==> config.mk <==
export PLATFORM = sky130hd
export DESIGN_NAME = minmax_window_sequencer
export DESIGN_NICKNAME = d
export VERILOG_FILES = /design/src/rtl/minmax_pkg.sv /design/src/rtl/minmax_result_buf.sv /design/src/rtl/minmax_window_sequencer.sv
export SDC_FILE = /design/constraint.sdc
export NUM_CORES = 1
export LEC_CHECK = 0
export CAP_MARGIN = 15
export CORE_MARGIN = 2
export CORE_UTILIZATION = 39
export DETAILED_ROUTE_END_ITERATION = 7
export PLACE_DENSITY = 0.77
export SLEW_MARGIN = 25
export SYNTH_ARGS = -nofsm -noshare
export SYNTH_HDL_FRONTEND = slang
export SYNTH_SLANG_ARGS = --single-unit
==> constraint.sdc <==
create_clock -name clock -period 2.4 [get_ports clock]
set_clock_uncertainty 0.2 [all_clocks]
set_input_delay 0.48 -clock clock [delete_from_list [all_inputs] [get_ports clock]]
set_output_delay 0.48 -clock clock [all_outputs]
set_load 0.05 [all_outputs]
==> src/rtl/minmax_pkg.sv <==
// Shared types and constants for the min/max window sequencer and its core.
// State encoding plus data constants used by the core and its driver.
package minmax_pkg;

  typedef enum logic [1:0] {
    CLR  = 2'd0,
    IDLE = 2'd1,
    ACC  = 2'd2,
    HOLD = 2'd3
  } state_t;

  localparam int DATA_W = 32;
  localparam logic [DATA_W-1:0] ALL_ONES = '1;
  localparam logic [DATA_W-1:0] ZERO     = '0;

endpackage

==> src/rtl/minmax_result_buf.sv <==
// One-entry valid/ready holding register for window results.
// A load wins over a same-cycle drain so a fresh result is never dropped.
module minmax_result_buf
  import minmax_pkg::*;
#(
  parameter int MSB = 31
) (
  input  logic         clock,
  input  logic         reset_n,
  input  logic         load,
  input  logic [MSB:0] load_data,
  input  logic         r_ready,
  output logic         r_valid,
  output logic [MSB:0] r_data
);

  always_ff @(posedge clock or negedge reset_n) begin
    if (!reset_n) begin
      r_valid <= 1'b0;
      r_data  <= (MSB+1)'(ZERO);
    end else if (load) begin
      r_valid <= 1'b1;
      r_data  <= load_data;
    end else if (r_valid && r_ready) begin
      r_valid <= 1'b0;
    end
  end

endmodule

==> src/rtl/minmax_window_sequencer.sv <==
// Stream front-end for the min/max averaging core: cuts samples into
// windows, drives the core controls and returns one result per window.
module minmax_window_sequencer
  import minmax_pkg::*;
#(
  parameter int MSB   = 31,
  parameter int WIN_W = 8
) (
  input  logic             clock,
  input  logic             reset_n,
  input  logic             s_valid,
  output logic             s_ready,
  input  logic [MSB:0]     s_data,
  input  logic [WIN_W-1:0] win_len,
  input  logic             flush,
  output logic             mm_clear,
  output logic             mm_enable,
  output logic             mm_reset,
  output logic [MSB:0]     mm_in,
  input  logic [MSB:0]     mm_out,
  output logic             r_valid,
  input  logic             r_ready,
  output logic [MSB:0]     r_data
);

  state_t           state;
  logic [WIN_W-1:0] cnt;
  logic [WIN_W-1:0] len;
  logic [WIN_W-1:0] eff_len;
  logic [WIN_W-1:0] cur_len;
  logic [WIN_W-1:0] cnt_inc;
  logic             last_q;
  logic             accept;

  assign s_ready = (state != CLR) && !flush
                && !(r_valid && !r_ready);
  assign accept  = s_valid && s_ready;

  // A zero window length behaves as a single-sample window.
  always_comb begin
    eff_len = (win_len == '0) ? WIN_W'(1) : win_len;
    cur_len = (cnt == '0) ? eff_len : len;
    cnt_inc = cnt + 1'b1;
  end

  always_ff @(posedge clock or negedge reset_n) begin
    if (!reset_n) begin
      state     <= CLR;
      mm_clear  <= 1'b1;
      mm_enable <= 1'b0;
      mm_reset  <= 1'b0;
      mm_in     <= (MSB+1)'(ZERO);
      cnt       <= '0;
      len       <= '0;
      last_q    <= 1'b0;
    end else begin
      mm_clear <= 1'b0;
      mm_reset <= 1'b0;
      last_q   <= 1'b0;
      if (flush) begin
        state     <= CLR;
        mm_clear  <= 1'b1;
        mm_enable <= 1'b0;
        cnt       <= '0;
      end else if (accept) begin
        state     <= ACC;
        mm_enable <= 1'b1;
        mm_in     <= s_data;
        mm_reset  <= (cnt == '0);
        if (cnt == '0)
          len <= eff_len;
        if (cnt_inc == cur_len) begin
          cnt    <= '0;
          last_q <= 1'b1;
        end else begin
          cnt <= cnt_inc;
        end
      end else if (cnt != '0) begin
        // Mid-window stall: re-present mm_in, keep the core enabled.
        state     <= HOLD;
        mm_enable <= 1'b1;
      end else begin
        state     <= IDLE;
        mm_enable <= 1'b0;
      end
    end
  end

  minmax_result_buf #(
    .MSB (MSB)
  ) u_result_buf (
    .clock     (clock),
    .reset_n   (reset_n),
    .load      (last_q),
    .load_data (mm_out),
    .r_ready   (r_ready),
    .r_valid   (r_valid),
    .r_data    (r_data)
  );

endmodule

Yosys cells after proc, flatten, opt, wreduce, memory -nomap -nowiden
Cells that the tools add are included.
- register bits after elaboration: 87
- bits of input ports: 77
- output and inout port bits: 69
- word-level logic and storage cells: 47
- add/sub/neg operators: 1
- eq/ne operators: 1
- multiplexer cells: 19
- bitwise logic cells: 1
- reduce and logical (&&, ||, !) cells: 15
- operators with widths (operator ; count):
    8-bit 2-to-1 mux ; 5
    8-bit zero test ; 2
    1-bit 2-to-1 mux ; 11
    8-bit by 1-bit adder with 8-bit output (second input constant) ; 1
    8-bit equality test ; 1
    8-bit nonzero test ; 1
    2-bit 2-to-1 mux ; 3
    2-bit nonzero test ; 3
    1-bit logical AND ; 5
    1-bit zero test ; 3
    2-bit AND reduction ; 1
    1-bit NOT ; 1

Logic depth before layout (Yosys ltp)
Gate-level depths: netlist of the first run.
- depth in word-level cells: 7
- mapped depth: 10
- depth with buffers taken out: 9

Hierarchy
Synthesis of the first run repeated with hierarchy kept, for this count alone.
- cells, all modules: 341
- area, all modules: 3863.7 um^2
- by module, submodules not included (module ; instances ; cells an instance ; area an instance (um^2) ; sequential area each (um^2)):
    minmax_window_sequencer ; 1 ; 270 ; 2486.1 ; 1327.5
    minmax_result_buf ; 1 ; 71 ; 1377.6 ; 825.8

Worst setup path before layout of the first run
Ideal clock, no wire load.
- path kind: reg2reg
- start point: register u_result_buf.r_valid
- end point: register len[1]
- data arrival time: 2.599 ns
- required time: 2.075 ns
- path slack: -0.524 ns
- stages on the path, launching flop included: 7
- clock period less this slack: 2.924 ns
- cells stage by stage: dfrtp_1 -> inv_1 -> o22ai_1 -> nor2_1 -> nand2_2 -> nor2_1 -> mux2_2
- cells in the longest elaborated chain, start to end: 5
- RTL lines (what ; line ; source):
    start: declaration ; minmax_result_buf.sv:13 ; output logic r_valid,
    start signal: assignment ; minmax_result_buf.sv:19 ; r_valid <= 1'b0;
    start signal: assignment ; minmax_result_buf.sv:22 ; r_valid <= 1'b1;
    start signal: assignment ; minmax_result_buf.sv:25 ; r_valid <= 1'b0;
    1-bit logical AND ; minmax_window_sequencer.sv:36 ; && !(r_valid && !r_ready);
    1-bit zero test ; minmax_window_sequencer.sv:36 ;
    1-bit logical AND ; minmax_window_sequencer.sv:36 ;
    via s_ready ; minmax_window_sequencer.sv:12 ; output logic s_ready,
    1-bit logical AND ; minmax_window_sequencer.sv:37 ; assign accept = s_valid && s_ready;
    2-bit AND reduction (no source line) ; - ;
    end signal: assignment ; minmax_window_sequencer.sv:71 ; len <= eff_len;
    end: declaration ; minmax_window_sequencer.sv:28 ; logic [WIN_W-1:0] len;
The timed path passes the listed nets, and every way through them passes these cells.
A chain may end at the register's enable or synchronous reset.

Worst setup path after layout of the first run
- start point: register cnt[0]
- end point: register cnt[0]
- cells in the longest elaborated chain, start to end: 6
- elaborated cells on any way between the ends: 7
- classes of those cells: 1 x add/sub; 1 x eq/ne; 4 x mux; 1 x reduce/logical
- RTL lines (what ; line ; source):
    start: declaration ; minmax_window_sequencer.sv:27 ; logic [WIN_W-1:0] cnt;
    start signal: assignment ; minmax_window_sequencer.sv:76 ; cnt <= cnt_inc;
    branches (longest 3 deep; another with 8-bit by 1-bit adder with 8-bit output) ; - ;
    8-bit 2-to-1 mux (*) ; minmax_window_sequencer.sv:72 ; if (cnt_inc == cur_len) begin
    8-bit 2-to-1 mux (*) ; minmax_window_sequencer.sv:65 ; end else if (accept) begin
    8-bit 2-to-1 mux (*) ; minmax_window_sequencer.sv:60 ; if (flush) begin
Mark *: on every way between the ends. The select of a mux whose other input is x is not followed.

==> summary.txt, run 1 <==
Clocking
  – CTS sink cnt: 86
  – Clock latency on the worst-skew pair: between 0.3 and 0.4 ns
  – CTS buffer count: 9
  – H-tree depth: 3
  – CTS clk-pin slew, worst paths: 0.09 ns
  – Deepest clock path buffer count: 2
  – CTS tree: yes
  – Root Driver: clkbuf_8

Run status
  – Violations in the final reports: negative setup slack
  – Status: finished, violations left

Logic synthesis
  – Syn Area/Cell: 11.1 um^2
  – Net Count, Synth: 413
  – Yosys warns: 0
  – Top-count cell post-synth: nand2_1
  – Yosys cell types: 43
  – #FFs+latches synth: 86
  – Synth top area cells: dfrtp_1, mux2_2, nand2_1
  – Mapped Area: 3690 um^2
  – Main synth FF type: dfrtp_1
  – Post-synth EDFFs: 0
  – Top cells by count, synth: nand2_1, dfrtp_1, mux2_2
  – Asr flop ratio synth: 1.00
  – Seq/Total Area, Yosys: 0.583
  – Post-synth top area cell: dfrtp_1
  – Synth Instances: 334
  – Synth top area share: 0.576

Timing
  – Final hold viol count: 0
  – Fin crit share: 1.07
  – Fmax: 390 MHz
  – Worst rel slew slack: 0.568
  – Setup violators final: 9
  – TNS Setup: -1.26 ns
  – Worst-Margin Slew: approximately 0.65 ns
  – Unrepaired setup endpoints after global routing: true
  – Clock period minus final worst setup slack: around 2.6 ns
  – Final Max Slew Viols: 0
  – Post-route worst setup slack: -0.162 ns

Placed design
  – Dpl cells: 602
  – GP Congestion: 0.871
  – Post-place instance area: 5460 um^2
  – Post-place setup slack: -0.499 ns
  – Hpwl dp: 7.01 mm
  – Buffers on Ports: 145

Worst setup path
  – Startpoint types: register
  – CP Max Fanout: 5
  – RR Endpoint: cnt[0]
  – Worst path slowest cell: or4b_4
  – Critical Path RT: 2.44 ns
  – R2R Path Start: cnt[0]
  – Critical Path AT: 2.60 ns
  – R2R Setup Slk: -0.16 ns
  – Reg2Reg Depth: 9
  – Crit-path max cell delay: 0.53 ns
  – Crit path from: cnt[0]
  – Crit Path Class: register to register
  – Worst setup EP type: register
  – CP cell instances: inv_1 > ha_2 > or4b_4 > a2111oi_4 > o21ai_1 > a211oi_2 > and4b_4 > nand2b_4 > o21ai_2
  – End of the critical path: cnt[0]

GRT
  – Initial antenna violation count: 0
  – Pin count of the biggest net entering global routing: 52
  – Tot GR Track Use: 0.185
  – Vias in the first global route: 3134
  – First-pass GRT wire length: 14.9 mm
  – Global route overflow: 0

Layout
  – Post-Layout Inst Area: roughly 5700 um^2
  – Sequential Area: ~2200 um^2
  – Fillers: 754
  – # diodes: 0
  – Nets: 586
  – Synth-to-Final Area Change: 55.5%
  – Final Non-Filler Cells: 623
  – Layout cell share with drive strength beyond 1: 0.230
  – Area of the multi-input gates: ~1500 um^2

Power
  – Sw Ratio: 0.372
  – Power density cells: 749 nW/um^2
  – Internal cell power: around 2.7 mW
  – Reg power frac: 0.413
  – Clk pwr share: 0.219
  – Psw: 1.60 mW
  – Worst vdd ir: roughly 0.00043 V
  – Combinational share of power: 0.367
  – Pleak: 2.66 nW

Route
  – Via Count: 3094
  – Starting DRC count in detailed routing: 92
  – Drt wl/cell: 15.2 um
  – Routed Antenna Nets: 0
  – Pre-antenna DRT Iters: 4
  – Routed vias/inst: about 5.0
  – Drt drc: 0
  – Final WL: 9.50 mm

Floorplan
  – Die width: about 100 um
  – Die H: between 100 and 150 um
  – Initial Util: 0.401
  – Core Rows: 35
  – Core Footprint: 9200 um^2
  – Die Area: 10300 um^2
  – IO Pins: 146

Hold path
  – HP Start: mm_in[30]
  – HP Class: register to register

Flow run
  – Max-Cap Viols: 0
==> cell families after synthesis <==
| family | after synthesis | share of synthesized area |
|---|---|---|
| xor gates and xnor gates | 2 | 0.00475 |
| muxes | 39 | 0.119 |
| buffers and inverters | 19 | 0.0241 |
| adders and majority gates | 2 | 0.00678 |
| and+or+nand+nor | 145 | 0.181 |
| DFF | 86 | 0.583 |
| AOI/OAI and AO/OA | 41 | 0.0807 |
==> worst min-delay path by stage <==
stage	cells after the start	slack, ns	to
5_1_grt	2	0.30	mm_in[19]
2_1_floorplan	0	-0.02	cnt[0]
3_3_place_gp	2	0.26	mm_in[31]
4_1_cts	2	0.28	mm_in[30]
6_report	2	0.28	mm_in[30]
3_5_place_dp	2	0.26	mm_in[2]
==> cell type report <==
type / count / area share
timing repair buffer: 176 / 0.301
sequential: 86 / 0.375
multi-input combinational: 229 / 0.264
tap: 111 / 0.0242
inverter: 5 / 0.00327
clock buffer: 10 / 0.0240
clock inverter: 6 / 0.00785
==> cell usage in the layout (no fill, tap or decap), types with 2 or more instances in the layout <==
cell type and count:
clkdlybuf4s50_1 142, nand2_1 104, dfrtp_1 85, mux2_2 39, buf_4 29, clkbuf_8 10, nand3_1 7, nor3_1 6
o21ai_2 6, inv_1 5, o21ai_0 4, o21a_1 4, o21ai_1 4, buf_12 4, and3_1 3, a21boi_0 3
nor4_2 3, a21oi_1 3, a211oi_2 3, clkinvlp_4 3, and2_1 2, nor2_2 2, xor2_1 2, nand4_1 2
or3_1 2, o211a_1 2, a211oi_1 2, and3_2 2, nand2b_1 2, a21o_1 2, inv_6 2
==> stage by stage <==
step	utilization	hold slack, ns	power (mW)
3_3_place_gp	0.594	0.259	3.33
4_1_cts	0.618	0.282	4.32
3_5_place_dp	0.594	0.261	3.37
2_1_floorplan	-	-0.0156	2.71
5_1_grt	0.624	0.300	4.53
6_report	0.624	0.276	4.30
==> power groups by stage <==
| stage | Clock, mW | Combinational, mW | Sequential [mW] |
|---|---|---|---|
| 6_report | 0.943 | 1.58 | 1.78 |
| 3_3_place_gp | 0 | 1.54 | 1.80 |
| 2_1_floorplan | 0 | 0.314 | 2.40 |
| 4_1_cts | 0.968 | 1.58 | 1.78 |
| 5_1_grt | 1.05 | 1.67 | 1.80 |
| 3_5_place_dp | 0 | 1.56 | 1.81 |
==> worst max-delay path: cells and delay by family (launching register included) <==
kind | cells | cell delay, ns
AND/OR/NAND/NOR | 3 | 1.01
flip-flops | 1 | 0.40
AO/OA/AOI/OAI | 4 | 0.61
buffers and inverters | 1 | 0.07
adder cells (fa/ha/maj) | 1 | 0.18
==> state kept, by name, summed over array words and instances (netlist names) <==
| name | flops |
|---|---|
| mm_in | 32 |
| u_result_buf.r_data | 32 |
| cnt | 8 |
| len | 8 |
| last_q | 1 |
| mm_clear | 1 |
| mm_enable | 1 |
| mm_reset | 1 |
| state | 1 |
| u_result_buf.r_valid | 1 |
==> per-layer routing <==
metal | routed length (um) | share of wire | vias to the layer above | GRT usage
met2 | 4730 | 0.50 | 113 | 0.319
met3 | 671 | 0.071 | 14 | 0.0594
met4 | 170 | 0.018 | 0 | 0.0582
met1 | 3930 | 0.41 | 1488 | 0.221
li1 | - | - | 1479 | -
met5 | 0 | 0 | - | 0
==> timing repair <==
item | in CTS | in global routing
hold buffers | 1 | 0
pin swaps | 5 | 7
setup endpoints to repair | 9 | 9
resized for setup | 5 | 13
endpoints found under the hold margin | 49 | 0
buffers inserted | 3 | 2
Power figures use the tool's default switching activity.
==> inputs of run 2 (changes only) <==
Settings changed: CELL_PAD_IN_SITES_DETAIL_PLACEMENT set to 0, CELL_PAD_IN_SITES_GLOBAL_PLACEMENT set to 2, CORE_UTILIZATION 39 to 24, PLACE_DENSITY 0.77 to 0.76, SYNTH_HIERARCHICAL set to 1.
==> run 2 against run 1 <==
The flow still finishes with violations (negative setup slack); sequential power barely moved; fmax rose by 2.4%; global-route usage fell by 6.0 points; non-clock buffer count rose by 11; sequential share of layout area fell by 2.6 points; via count rose by 2.6%; first-iteration DRC count rose by 50%; sequential cell count did not move; critical path type unchanged.
==> summary.txt, run 2 <==
Clocking
  – H-tree depth: 3 (unchanged)
  – CTS sink cnt: 86 (unchanged)
  – CTS tree: yes (unchanged)
  – Deepest clock path buffer count: 2 (unchanged)
  – CTS clk-pin slew, worst paths: 0.06 ns (was 0.09 ns)
  – CTS buffer count: 9 (unchanged)
  – Root Driver: clkbuf_16 (was clkbuf_8)
  – Clock latency on the worst-skew pair: 0.34 ns (about the same)

Timing
  – Clock period minus final worst setup slack: 2.50 ns (was 2.56 ns)
  – Post-route worst setup slack: -0.102 ns (was -0.162 ns)
  – Worst rel slew slack: 0.642 (was 0.568)
  – Final hold viol count: 0 (unchanged)
  – Setup violators final: 9 (unchanged)
  – Fmax: 400 MHz (was 390 MHz)
  – Fin crit share: 1.04 (was 1.07)
  – Worst-Margin Slew: 0.535 ns (was 0.648 ns)
  – Final Max Slew Viols: 0 (unchanged)
  – Unrepaired setup endpoints after global routing: true (unchanged)

GRT
  – Met2 Track Usage GR: 0.192 (was 0.319)
  – Tot GR Track Use: 0.125 (was 0.185)
  – Pin count of the biggest net entering global routing: 44 (was 52)
  – Global route overflow: 0 (unchanged)
  – Vias in the first global route: 3156 (was 3134)
  – Grt met1 use: 0.167 (was 0.221)
  – Global route hottest layer: met2 (unchanged)
  – M3 GR Usage: 0.0338 (was 0.0594)
  – First-pass GRT wire length: 16.5 mm (was 14.9 mm)
  – Initial antenna violation count: 0 (unchanged)

Power
  – Combinational share of power: 0.342 (was 0.367)
  – Sw Ratio: 0.342 (was 0.372)
  – Worst vdd ir: 0.000410 V (was 0.000426 V)
  – Internal cell power: 3.32 mW (was 2.70 mW)
  – Power density cells: 817 nW/um^2 (was 749 nW/um^2)
  – Pleak: 2.80 nW (was 2.66 nW)
  – Psw: 1.73 mW (was 1.60 mW)
  – Reg power frac: 0.359 (was 0.413)
  – Clk pwr share: 0.299 (was 0.219)

Hold path
  – HP Class: register to register (unchanged)

Logic synthesis
  – Top-count cell post-synth: nand2_1 (unchanged)
  – Top cells by count, synth: nand2_1, dfrtp_1, mux2_4 (was nand2_1, dfrtp_1, mux2_2)
  – #FFs+latches synth: 86 (unchanged)
  – Seq/Total Area, Yosys: 0.557 (was 0.583)
  – Net Count, Synth: 420 (was 413)
  – Mapped Area: 3860 um^2 (was 3690 um^2)
  – Synth Instances: 341 (was 334)
  – Synth top area cells: dfrtp_1, mux2_4, nand2_1 (was dfrtp_1, mux2_2, nand2_1)
  – Yosys warns: 6 (was 0)
  – Synth top area share: 0.551 (was 0.576)
  – Post-synth EDFFs: 0 (unchanged)
  – Main synth FF type: dfrtp_1 (unchanged)
  – Post-synth top area cell: dfrtp_1 (unchanged)
  – Asr flop ratio synth: 1.00 (unchanged)
  – Yosys cell types: 45 (was 43)
  – Syn Area/Cell: 11.3 um^2 (was 11.1 um^2)

Layout
  – Nets: 601 (was 586)
  – # diodes: 0 (unchanged)
  – Layout cell share with drive strength beyond 1: 0.224 (was 0.230)
  – Post-layout util: 0.391 (was 0.624)
  – Commonest cells after routing, fill and taps aside: clkdlybuf4s50_1, nand2_1, dfrtp_1, buf_4, mux2_4 (was clkdlybuf4s50_1, nand2_1, dfrtp_1, mux2_2, buf_4)
  – Synth-to-Final Area Change: 60.0% (was 55.5%)
  – Largest regs: mm_in (32), u_result_buf/r_data (32) (was mm_in (32), u_result_buf.r_data (32))
  – Most common cell after layout, fill and taps aside: clkdlybuf4s50_1 (unchanged)
  – Fillers: 1518 (was 754)

Worst setup path
  – Crit-path max cell delay: 0.51 ns (was 0.53 ns)
  – Worst path buffer plus inverter count: 2 (was 1)
  – Critical Path AT: 2.52 ns (was 2.60 ns)
  – Critical Path RT: 2.41 ns (was 2.44 ns)
  – CP cell instances: inv_1 > ha_2 > or4b_4 > or4_4 > nand3_2 > o21ai_2 > nor4_4 > buf_6 > o31ai_1 (was inv_1 > ha_2 > or4b_4 > a2111oi_4 > o21ai_1 > a211oi_2 > and4b_4 > nand2b_4 > o21ai_2)
  – Startpoint types: register (unchanged)
  – CP Max Fanout: 8 (was 5)
  – Worst path slowest cell: or4b_4 (unchanged)
  – Crit path max-delay family: simple AND/OR/NAND/NOR gates (unchanged)
  – Crit Path Class: register to register (unchanged)
  – Worst setup EP type: register (unchanged)

Route
  – Pre-antenna DRT Iters: 4 (unchanged)
  – Drt drc: 0 (unchanged)
  – Routed vias/inst: 4.27 (was 4.97)
  – Drt wl/cell: 14.2 um (was 15.2 um)
  – Starting DRC count in detailed routing: 138 (was 92)
  – Routed Antenna Nets: 0 (unchanged)
  – Via Count: 3174 (was 3094)
  – Final WL: 10.6 mm (was 9.50 mm)

Placed design
  – GP Congestion: 0.744 (was 0.871)
  – Hpwl dp: 7.79 mm (was 7.01 mm)
  – Post-place setup slack: -0.153 ns (was -0.499 ns)
  – Buffers on Ports: 145 (unchanged)

Run status
  – Violations in the final reports: negative setup slack (unchanged)
  – Status: finished, violations left (unchanged)

Floorplan
  – Core Rows: 46 (was 35)
  – Initial Util: 0.244 (was 0.401)
  – Die Area: 17100 um^2 (was 10300 um^2)
  – IO Pins: 146 (unchanged)
  – Die width: 131 um (was 101 um)
  – Core Footprint: 15800 um^2 (was 9200 um^2)
  – Die H: 131 um (was 101 um)

Flow run
  – Max-Cap Viols: 0 (unchanged)
-- run 2: final timing paths --
check	startpoint	to	slack, ns	depth (start not counted)
worst max-delay path	cnt[0]	cnt[0]	-0.10	9
worst min-delay path	mm_in[10]	mm_in[10]	0.28	2
worst max register to register	cnt[0]	cnt[0]	-0.10	9
worst min register to register	mm_in[10]	mm_in[10]	0.28	2
max in group asynchronous	reset_n	mm_clear	0.96	3
min in group asynchronous	reset_n	u_result_buf/r_data[9]	0.40	2
-- run 2: worst min-delay path, delay by kind of cell, from the launching register on --
family / cells / cell delay (ns)
flip-flops: 1 / 0.34
AND/OR/NAND/NOR: 2 / 0.11
-- run 2: cell families (layout without fill, tap and decap cells) --
group,after synthesis,after routing,share of synthesized area
DFF,86,86,0.557
and+or+nand+nor,153,153,0.177
AOI/OAI and AO/OA,35,35,0.0609
buffers and inverters,20,206,0.0427
muxes,39,39,0.142
xor gates and xnor gates,6,6,0.0136
adders and majority gates,2,2,0.00648
-- run 2: layout make-up --
cell class | instances | area [um^2] | share of cell area
Clock buffer | 10 | 239 | 0.0386
Clock inverter | 6 | 83.8 | 0.0136
Inverter | 3 | 11.3 | 0.00182
Multi-Input combinational cell | 235 | 1590 | 0.258
Sequential cell | 86 | 2160 | 0.349
Tap cell | 216 | 270 | 0.0437
Timing Repair Buffer | 187 | 1830 | 0.296
-- run 2: power groups by stage --
stage	Combinational (mW)	Clock [mW]	Sequential, mW
global placement	1.70	0	1.82
global route	1.84	1.64	1.84
finish	1.73	1.51	1.81
detailed placement	1.71	0	1.83
floorplan	0.387	0	2.46
CTS	1.72	1.58	1.81
-- run 2: metal layers --
| metal | wire length [um] | vias to the layer above |
|---|---|---|
| li1 | - | 1516 |
| met1 | 4870 | 1521 |
| met2 | 4650 | 128 |
| met3 | 888 | 9 |
| met4 | 139 | 0 |
| met5 | 0 | - |
-- run 2: per-stage QoR --
| step | cell area [um^2] | TNS [ns] | std cells | hold slack, ns | total power, mW |
|---|---|---|---|---|---|
| floorplan | 3880 | -0.760 | 341 | -0.0156 | 2.84 |
| global placement | 5800 | -0.329 | 724 | 0.231 | 3.53 |
| detailed placement | 5800 | -1.13 | 724 | 0.236 | 3.55 |
| CTS | 6140 | -0.844 | 741 | 0.282 | 5.11 |
| global route | 6180 | -1.77 | 743 | 0.310 | 5.32 |
| finish | 6180 | -0.777 | 743 | 0.276 | 5.05 |
-- run 2: timing repair --
item	in CTS	in global routing
setup endpoints to repair	9	9
hold endpoints to repair	25	0
gates cloned	0	0
buffers inserted	0	2
gates resized for setup	6	8
hold buffers	1	0
pin swaps	2	2
==> RTL change: new RTL, config.mk and constraints of run 2 <==
Re-encode `state_t` (4 states) as one-hot, 4 bits wide.
--- a/src/rtl/minmax_pkg.sv
+++ b/src/rtl/minmax_pkg.sv
@@ -3,9 +3,9 @@
 package minmax_pkg;
 
-  typedef enum logic [1:0] {
-    CLR  = 2'd0,
-    IDLE = 2'd1,
-    ACC  = 2'd2,
-    HOLD = 2'd3
+  typedef enum logic [3:0] {
+    CLR  = 4'b0001,
+    IDLE = 4'b0010,
+    ACC  = 4'b0100,
+    HOLD = 4'b1000
   } state_t;
 
Behaviour: no difference found for any inputs over 10 cycles, from zero or initial values and one cycle with reset_n low; not proved beyond that.
==> RTL change against run 2 <==
First-iteration DRC count is 30% lower. Largest cell class unchanged. Setup slack worse by 0.17 ns. Synthesized area is 1.7% higher. Wire length is 5.8% lower. Power is 13% higher. Largest power group is now combinational logic. Cell area is 1.9% higher. The flow still finishes with violations (setup timing). Sequential cell count is 2 higher.
==> RTL change: results (changes against run 2) <==
Synthesis
  – Synthesized Nets: 358 (was 420)
  – Sequential share of the synthesized area: 56.0% (was 55.7%)
  – XOR/XNOR share of the synthesized area: 1.56% (was 1.36%)
  – Synth Area in Compound Gates: 6.56% (was 6.09%)
  – Synth top area cells: dfrtp_1 55%, mux2_2 12%, mux2_4 11%, o211ai_1 1.7%, buf_12 1.5% (was dfrtp_1 55%, mux2_4 11%, nand2_1 11%, mux2_2 2.9%, buf_12 1.6%)
  – Adder-cell share of the synthesized area: 0.637% (was 0.648%)
  – Largest family of logic cells by synthesized area: multiplexers (was simple AND/OR/NAND/NOR gates)
  – Most common library cells after synthesis: 87 x dfrtp_1, 41 x mux2_2, 29 x mux2_4 (was 112 x nand2_1, 85 x dfrtp_1, 29 x mux2_4)
  – Mux cell area share after synthesis: 23.1% (was 14.2%)

CTS
  – Root buffer cell: clkbuf_16 (unchanged)

Run status
  – Status: finished, violations left (unchanged)
  – Failing checks: setup timing (unchanged)

Layout
  – NumNets Final: 544 (was 601)
  – Fillers: 1538 (was 1518)
  – Fraction of layout cells with a size suffix above 1: 31.9% (was 22.4%)

Power and ir drop
  – Max rail drop VDD: 0.367 mV (was 0.410 mV)
  – Design internal power: 3.68 mW (was 3.32 mW)
  – LEAKAGE: 2.67 nW (was 2.80 nW)

Timing
  – Fin Hold WS: 0.300 ns (was 0.276 ns)
  – Worst setup margin: -0.276 ns (was -0.102 ns)
  – Final setup viols: 9 (unchanged)
  – Tightest Pin Transition: 0.755 ns (was 0.535 ns)
  – Setup total negative slack: -2.25 ns (was -0.777 ns)

Place
  – Post-DP HPWL: 7440 um (was 7790 um)

Global routing
  – Vias in the first global route: 2983 (was 3156)
  – First-pass GRT wire length: 16300 um (was 16500 um)

Detailed routing
  – Routed wire length: 9950 um (was 10600 um)
  – DRT iter0 DRCs: 97 (was 138)
  – Via density: 4.22 (was 4.27)
## RTL change: what timing repair did
item                                    in CTS  in global routing
hold buffers                                 1                  0
endpoints found under the setup margin      15                 15
gates resized for setup                      4                  1
pin swaps                                    9                  2
hold endpoints to repair                    37                  0
buffers inserted                             2                  1
## RTL change: cell families after synthesis
family	Yosys count
multiplexers	71
flip-flops	88
AND/OR/NAND/NOR	55
buffers and inverters	19
XOR/XNOR	7
AO/OA/AOI/OAI	37
adder cells (fa/ha/maj)	2
## RTL change: through the flow
step | area, um2 | cells | setup WS [ns] | total power, mW | util (%)
2_1_floorplan | 3980 | 279 | -0.167 | 3.32 | -
5_1_grt | 6300 | 686 | -0.433 | 5.98 | 39.5
6_report | 6300 | 686 | -0.276 | 5.70 | 39.5
4_1_cts | 6290 | 685 | -0.297 | 5.80 | 39.5
3_3_place_gp | 5920 | 666 | -0.371 | 4.16 | 37.1
3_5_place_dp | 5920 | 666 | -0.348 | 4.19 | 37.1
## RTL change: power by group through the flow
stage | combinational [mW] | clock [mW] | sequential, mW
detailed placement | 2.22 | 0 | 1.97
global route | 2.34 | 1.65 | 1.98
floorplan | 0.540 | 0 | 2.78
CTS | 2.25 | 1.61 | 1.94
finish | 2.23 | 1.53 | 1.94
global placement | 2.21 | 0 | 1.96
## RTL change: critical path, stage by stage, from the launching register on
cell,delay (ns)
dfrtp_2,0.41
inv_2,0.08
ha_4,0.13
or4b_4,0.50
or3_1,0.32
a31oi_1,0.14
o22a_1,0.19
nand4_4,0.17
o21ai_4,0.28
o211ai_1,0.13
## RTL change: final timing paths
check,start,end,cells past startpoint
worst max-delay path,cnt[0],cnt[4],9
worst min-delay path,u_result_buf/r_valid,u_result_buf/r_valid,1
worst max register to register,cnt[0],cnt[4],9
worst min register to register,u_result_buf/r_valid,u_result_buf/r_valid,1
max in group asynchronous,reset_n,u_result_buf/r_data[7],3
min in group asynchronous,reset_n,u_result_buf/r_data[15],2
## RTL change: final cells by class
cell class,instances,area share (%)
repair buffers,188,29.1
inverters,6,0.358
well taps,216,4.29
clock buffers,10,3.79
flip-flops and latches,88,35.0
clock inverters,6,1.43
multi-input cells,172,26.0
## RTL change: layer usage
metal	wire, um	share of wire (%)	GRT usage, %
met2	4640	47	18.1
met5	0	0	0
met1	4580	46	15.8
met3	581	5.8	3.61
met4	142	1.4	4.41
